**config.mk**
```make
export PLATFORM = sky130hd
export DESIGN_NAME = serial_addsub_4bit
export DESIGN_NICKNAME = d
export VERILOG_FILES = /design/src/rtl/serial_addsub_4bit.sv
export SDC_FILE = /design/constraint.sdc
export NUM_CORES = 1
export LEC_CHECK = 0
export CAP_MARGIN = 30
export CORE_MARGIN = 8
export CORE_UTILIZATION = 53
export DETAILED_ROUTE_END_ITERATION = 16
export DONT_BUFFER_PORTS = 1
export GPL_TIMING_DRIVEN = 0
export PLACE_DENSITY_LB_ADDON = 0.1
export SLEW_MARGIN = 30
export SYNTH_ARGS = -nofsm -noshare
export SYNTH_HDL_FRONTEND = slang
export SYNTH_SLANG_ARGS = --single-unit
export TNS_END_PERCENT = 50
```
**constraint.sdc**
```tcl
create_clock -name clk -period 1.7 [get_ports clk]
set_input_delay 0.255 -clock clk [delete_from_list [all_inputs] [get_ports clk]]
set_output_delay 0.255 -clock clk [all_outputs]
set_load 0.005 [all_outputs]
```
**src/rtl/serial_addsub_4bit.sv**
```systemverilog
// Bit-serial adder/subtractor: processes one bit per cycle, LSB first, and publishes
// sum/Cout/ovf with a one-cycle done pulse once all WIDTH bits have been consumed.
module serial_addsub_4bit #(
  parameter int unsigned WIDTH = 4
) (
  input  logic             clk,
  input  logic             rst,
  input  logic             start,
  input  logic             sel,
  input  logic [WIDTH-1:0] a,
  input  logic [WIDTH-1:0] b,
  output logic [WIDTH-1:0] sum,
  output logic             Cout,
  output logic             ovf,
  output logic             busy,
  output logic             done
);

  localparam int unsigned CntW = $clog2(WIDTH) + 1;

  typedef enum logic [1:0] {StIdle, StRun, StDone} state_e;

  state_e           state_q, state_d;
  logic [WIDTH-1:0] a_sh_q, a_sh_d;
  logic [WIDTH-1:0] b_sh_q, b_sh_d;
  logic [WIDTH-1:0] res_q, res_d;
  logic [WIDTH-1:0] sum_q, sum_d;
  logic [CntW-1:0]  cnt_q, cnt_d;
  logic             sel_q, sel_d;
  logic             c_q, c_d;
  logic             cmsb_q, cmsb_d;
  logic             cout_q, cout_d;
  logic             ovf_q, ovf_d;
  logic             busy_q, busy_d;
  logic             done_q, done_d;

  logic             b_eff;
  logic             bit_res;
  logic             last_bit;

  always_comb begin
    state_d  = state_q;
    a_sh_d   = a_sh_q;
    b_sh_d   = b_sh_q;
    res_d    = res_q;
    sum_d    = sum_q;
    cnt_d    = cnt_q;
    sel_d    = sel_q;
    c_d      = c_q;
    cmsb_d   = cmsb_q;
    cout_d   = cout_q;
    ovf_d    = ovf_q;
    done_d   = 1'b0;

    // Subtract inverts b; the +1 comes from the carry being preset to sel at capture.
    b_eff    = b_sh_q[0] ^ sel_q;
    bit_res  = a_sh_q[0] ^ b_eff ^ c_q;
    last_bit = (cnt_q == CntW'(WIDTH - 1));

    case (state_q)
      StIdle: begin
        if (start) begin
          a_sh_d  = a;
          b_sh_d  = b;
          sel_d   = sel;
          c_d     = sel;
          cnt_d   = '0;
          res_d   = '0;
          state_d = StRun;
        end
      end
      StRun: begin
        res_d  = {bit_res, res_q[WIDTH-1:1]};
        a_sh_d = a_sh_q >> 1;
        b_sh_d = b_sh_q >> 1;
        c_d    = (a_sh_q[0] & b_eff) | (a_sh_q[0] & c_q) | (b_eff & c_q);
        cnt_d  = cnt_q + CntW'(1);
        if (last_bit) begin
          cmsb_d  = c_q;
          state_d = StDone;
        end
      end
      StDone: begin
        sum_d   = res_q;
        cout_d  = c_q;
        ovf_d   = cmsb_q ^ c_q;
        done_d  = 1'b1;
        state_d = StIdle;
      end
      default: state_d = StIdle;
    endcase

    busy_d = (state_d != StIdle);
  end

  always_ff @(posedge clk) begin
    if (rst) begin
      state_q <= StIdle;
      a_sh_q  <= '0;
      b_sh_q  <= '0;
      res_q   <= '0;
      sum_q   <= '0;
      cnt_q   <= '0;
      sel_q   <= 1'b0;
      c_q     <= 1'b0;
      cmsb_q  <= 1'b0;
      cout_q  <= 1'b0;
      ovf_q   <= 1'b0;
      busy_q  <= 1'b0;
      done_q  <= 1'b0;
    end else begin
      state_q <= state_d;
      a_sh_q  <= a_sh_d;
      b_sh_q  <= b_sh_d;
      res_q   <= res_d;
      sum_q   <= sum_d;
      cnt_q   <= cnt_d;
      sel_q   <= sel_d;
      c_q     <= c_d;
      cmsb_q  <= cmsb_d;
      cout_q  <= cout_d;
      ovf_q   <= ovf_d;
      busy_q  <= busy_d;
      done_q  <= done_d;
    end
  end

  assign sum  = sum_q;
  assign Cout = cout_q;
  assign ovf  = ovf_q;
  assign busy = busy_q;
  assign done = done_q;

endmodule

```
# Word-level counts from Yosys, hierarchy flattened
# Index checks and enable logic that the tools add are counted.
[classes] add_sub_neg=1 n_eq_ne=4 n_mux=14 bitwise=9 n_reduce_logical=6
[ops] cell="$pmux 4 s2" n=3
[ops] cell="$mux 4" n=3
[ops] cell="$pmux 3 s2" n=1
[ops] cell="$reduce_and 2->1" n=3
[ops] cell="$mux 2" n=2
[ops] cell="$pmux 2 s2" n=1
[ops] cell="$reduce_bool 2->1" n=2
[ops] cell="$xor 1x1->1" n=4
[ops] cell="$add 3x1->3 const B" n=1
[ops] cell="$and 1x1->1" n=3
[ops] cell="$eq 3x2->1 const B" n=1
[ops] cell="$mux 3" n=1
[ops] cell="$eq 2x1->1 const B" n=1
[ops] cell="$eq 2x2->1 const B" n=1
[ops] cell="$logic_not 2->1" n=1
[ops] cell="$mux 1" n=2
[ops] cell="$ne 2x2->1 const B" n=1
[ops] cell="$or 1x1->1" n=2
[ops] cell="$pmux 1 s2" n=1
[totals] register_bits=28 in_bits=12 out_inout_bits=8 elab_cells=47

# Logic depth before layout (Yosys ltp)
[logic_depth] word_depth=5 depth_mapped=5 mapped_depth_nobuf=5

# Worst setup path before layout
# No wires, ideal clock.
[synth_path] kind="register to register" from="register b_sh_q[0]" to="register res_q[3]" setup_time_ns=0.117 arrival_ns=1.114 required_time_ns=1.583 slack_ns=0.469 stages_incl_launch_ff=5 path_buffers=0 synth_period_minus_slack_ns=1.231 cell_sequence="dfxtp_1 xor2_1 fa_1 a22oi_1 nor2_1"
[synth_between] elab_chain_len=4
[synth_rtl] item="start, declared" line="25" source="logic [WIDTH-1:0] b_sh_q, b_sh_d;"
[synth_rtl] item="start signal, assigned" line="114" source="b_sh_q <= b_sh_d;"
[synth_rtl] item="$xor 1x1->1" line="56" source="b_eff = b_sh_q[0] ^ sel_q;"
[synth_rtl] item="$xor 1x1->1 (2 in series)" line="57" source="bit_res = a_sh_q[0] ^ b_eff ^ c_q;"
[synth_rtl] item="$pmux 4 s2" line="60" source="case (state_q)"
[synth_rtl] item="end signal, assigned" line="115" source="res_q <= res_d;"
[synth_rtl] item="end, declared" line="26" source="logic [WIDTH-1:0] res_q, res_d;"
# No other way between the ends.
# A chain may end at the register's enable or synchronous reset.

# Final worst setup path
[layout_path] from="register sel_q" to="register res_q[3]"
[layout_between] elab_chain_len=4
[layout_rtl] item="start, declared" line="29" source="logic sel_q, sel_d;"
[layout_rtl] item="start signal, assigned" line="118" source="sel_q <= sel_d;"
[layout_rtl] item="$xor 1x1->1" line="56"
[layout_rtl] item="$xor 1x1->1 (2 in series)" line="57"
[layout_rtl] item="$pmux 4 s2" line="60"
# No other way between the ends.

==> results.md <==
* Clock power share at 34.4%
* CP delay by family, top: adder cells
* Period minus WS final at between 1 and 1.5 ns
* Clk_lat worst skew at between 0.3 and 0.4 ns
* Synthesized-area fraction occupied by adder cells at 3.70%
* Most common cell after layout, fill and taps aside: dfxtp_1
* Post-Synthesis Cells at 120
* Sw frac at between 20 and 25%
* Worst vdd ir at about 0.00065 V
* Sequential Power Share at a little over half
* Die Ht at ~64 microns
* CP Cell Sequence: xor2_1, fa_1, a22oi_1, nor2_1
* I/O pin cnt at 20
* Starting Density at a little under three fifths
* Cell variety after synth at 31
* DR pass1 iterations at 4
* CP bufs+invs at 0
* Layout area overhead at 7.19%
* Area of placed instances at between 1000 and 1500 sq um
* FP Rows at 17
* Commonest cells after routing, fill and taps aside: 28 x dfxtp_1, 21 x nor2_1, 11 x nand2_1
* Util after Layout at 59.6%
* Worst Skew at a little under 0.01 ns
* Simple-Gate Fraction of Synth Area at 22.6%
* Synth Net Count at roughly 140
* Clock Path Buffers at 2
* Clock transition at the registers of the reported paths at between 0.15 and 0.2 ns
* Worst EP required at 1.95 ns
* First-pass GRT wire length at slightly below 4000 microns
* Die Wd at roughly 64 microns
* Placed cell count at 148
* Psw at around 0.3 mW
* Post-route setup TNS at 0 ns
* RSZ-0062 raised after global routing: false
* Cells on worst reg2reg path at 4
* Root Driver: clkbuf_4
* Final setup fails at 0
* PwrDens at between 900 and 1000 nW/um^2
* Post-synthesis sequential area ratio at 46.0%
* Clk sinks at 28
* Filler cells at about 190
* Int Power at 0.989 mW
* Non-filler cells in the finished layout at between 150 and 200
* Largest family of logic cells by synthesized area: simple AND/OR/NAND/NOR gates
* CP max-delay cell: fa_1
* Status: finished clean
* Post-CTS Setup Inserts at 0
* CTS Buf Count at 3
* Share of cells above drive strength 1 at between 20% and 30%
* Synthesized flop and latch total at 28
* Reg2reg end: res_q[3]
* Nets at 140
* Largest net degree at the start of global routing at 17
* Crit path kind: reg -> reg
* Die area at 4090 sq um
* Period utilization at around 75%
* Average wire per standard cell at 14.7 microns
* Final non-filler cell area at between 1000 and 1500 sq um
* Initial antenna violation count at 0
* Xor-xnor portion of the synthesized cell area at 1.44%
* Final Hold Fails at 0
* Max incr delay on CP at about 0.43 ns
* Maxcap violations at 0
* Cts repair resizes at 0
* Final WL at around 2200 microns
* Class of the worst hold path: in -> reg
* Final ANT Viol Nets at 0
* Worst slew margin at between 70% and 80%
* Ranking of synthesized cells by area: dfxtp_1 46%, nor2_1 6.5%, mux2i_1 4.9%
* GRT Total Usage at 11.9%
* Synth Area in Compound Gates at 14.7%
* Via count at roughly 830
* Routed vias/inst at about 5.4
* Core region area at around 2200 sq um
* Min-delay src: a[3]
* Drt first-iter violations at 26
* Reg2reg start: sel_q
* Worst slew pin tran at roughly 0.33 ns
* Global placement routability congestion at between 0.7 and 0.8
* FF-to-FF setup slack at around 0.42 ns
* Largest area contributor in the netlist: dfxtp_1
* Drt drc at 0
* Area fraction of the dominant cell type after synthesis at between 40% and 50%
* Crit start category: flop
* Multiplexer share of the synthesized area at 4.93%
* Htree depth at 1
* Number of global-route vias before repair at approximately 860
* Grt ovf at 0
* Critical path arrival at ~1.5 ns
* Mapped Area at 1220 sq um
* Port bufs at 0
* CTS tree: done
* Post-Syn Area per Cell at 10.2 sq um
* DP HPWL at ~1600 microns
* YS warnings at 0
* CP endpoint kind: flop
* CP max FO at 2
* WHS Path Cells at 2
* Combinational Power Share at 10.8%
* Slew Limit Fails at 0
* WHS Endpoint: a_sh_q[3]
* Post-CTS Hold Fix Bufs at 0
* Total power at between 1 and 1.5 mW
* # diodes at 0
* Max Freq at roughly 780 MHz
* Leakage power at ~0.48 nW
## synthesized netlist by cell type, drive strengths merged
cell	instances
a21oi	6
a2bb2oi	1
nor2b	1
nor4	3
nand2b	2
xor2	1
xnor2	1
and2b	1
dfxtp	28
mux2i	6
nor4b	3
o21bai	1
inv	1
fa	1
a22oi	7
nor2	22
nand3b	1
nor3b	3
o21ba	1
ha	2
nand2	11
buf	10
a211oi	6
nand3	1
## layout make-up
type	instances	area, sq um	area share [%]
Sequential cell	28	561	42.9
Multi-Input combinational cell	81	577	44.2
Clock buffer	3	22.5	1.72
Inverter	1	3.75	0.287
Clock inverter	1	30.0	2.30
Buffer	10	77.6	5.94
Tap cell	28	35.0	2.68
## power by group through the flow
stage | sequential, mW | clock (mW) | combinational [mW]
finish | 0.704 | 0.441 | 0.138
global route | 0.708 | 0.470 | 0.154
CTS | 0.704 | 0.449 | 0.140
detailed placement | 0.718 | 0 | 0.140
global placement | 0.717 | 0 | 0.136
floorplan | 0.713 | 0 | 0.119
## metal layers
layer | GRT usage, % | up-vias | share of wire [%]
met1 | 13.7 | 382 | 45
met3 | 4.53 | 4 | 7.0
met5 | 0 | - | 0
met4 | 7.52 | 0 | 2.4
met2 | 18.3 | 20 | 45
li1 | - | 422 | -
## flip-flops by register name (all words and copies together), names as in the netlist
register and count:
Cout 1, a_sh_q 4, b_sh_q 4, busy 1, c_q 1, cmsb_q 1
cnt_q 3, done 1, ovf 1, res_q 4, sel_q 1, state_q 2
sum 4
## logic make-up after synthesis
family	count (synthesis)
flops	28
fa+ha+maj	3
buf+inv	11
xor+xnor	2
mux	6
compound gates	22
simple gates	48
## worst max-delay path by stage
stage / start / to / slack [ns] / cells after the start
detailed placement: b_sh_q[0] / res_q[3] / 0.42 / 4
floorplan: b_sh_q[0] / res_q[3] / 0.47 / 4
global route: b_sh_q[0] / res_q[3] / 0.35 / 4
global placement: b_sh_q[0] / res_q[3] / 0.41 / 4
CTS: b_sh_q[0] / res_q[3] / 0.41 / 4
finish: sel_q / res_q[3] / 0.42 / 4
## worst register-to-register path: stages, from the launching register on
cell     delay, ns
dfxtp_1       0.37
xor2_1        0.17
fa_1          0.43
a22oi_1       0.17
nor2_1        0.05
## stage by stage
stage,setup WS [ns],hold slack [ns]
6_report,0.418,0.0574
5_1_grt,0.354,0.0467
4_1_cts,0.407,0.0505
3_5_place_dp,0.423,0.404
3_3_place_gp,0.414,0.393
2_1_floorplan,0.469,0.389
Power figures use the tool's default switching activity.
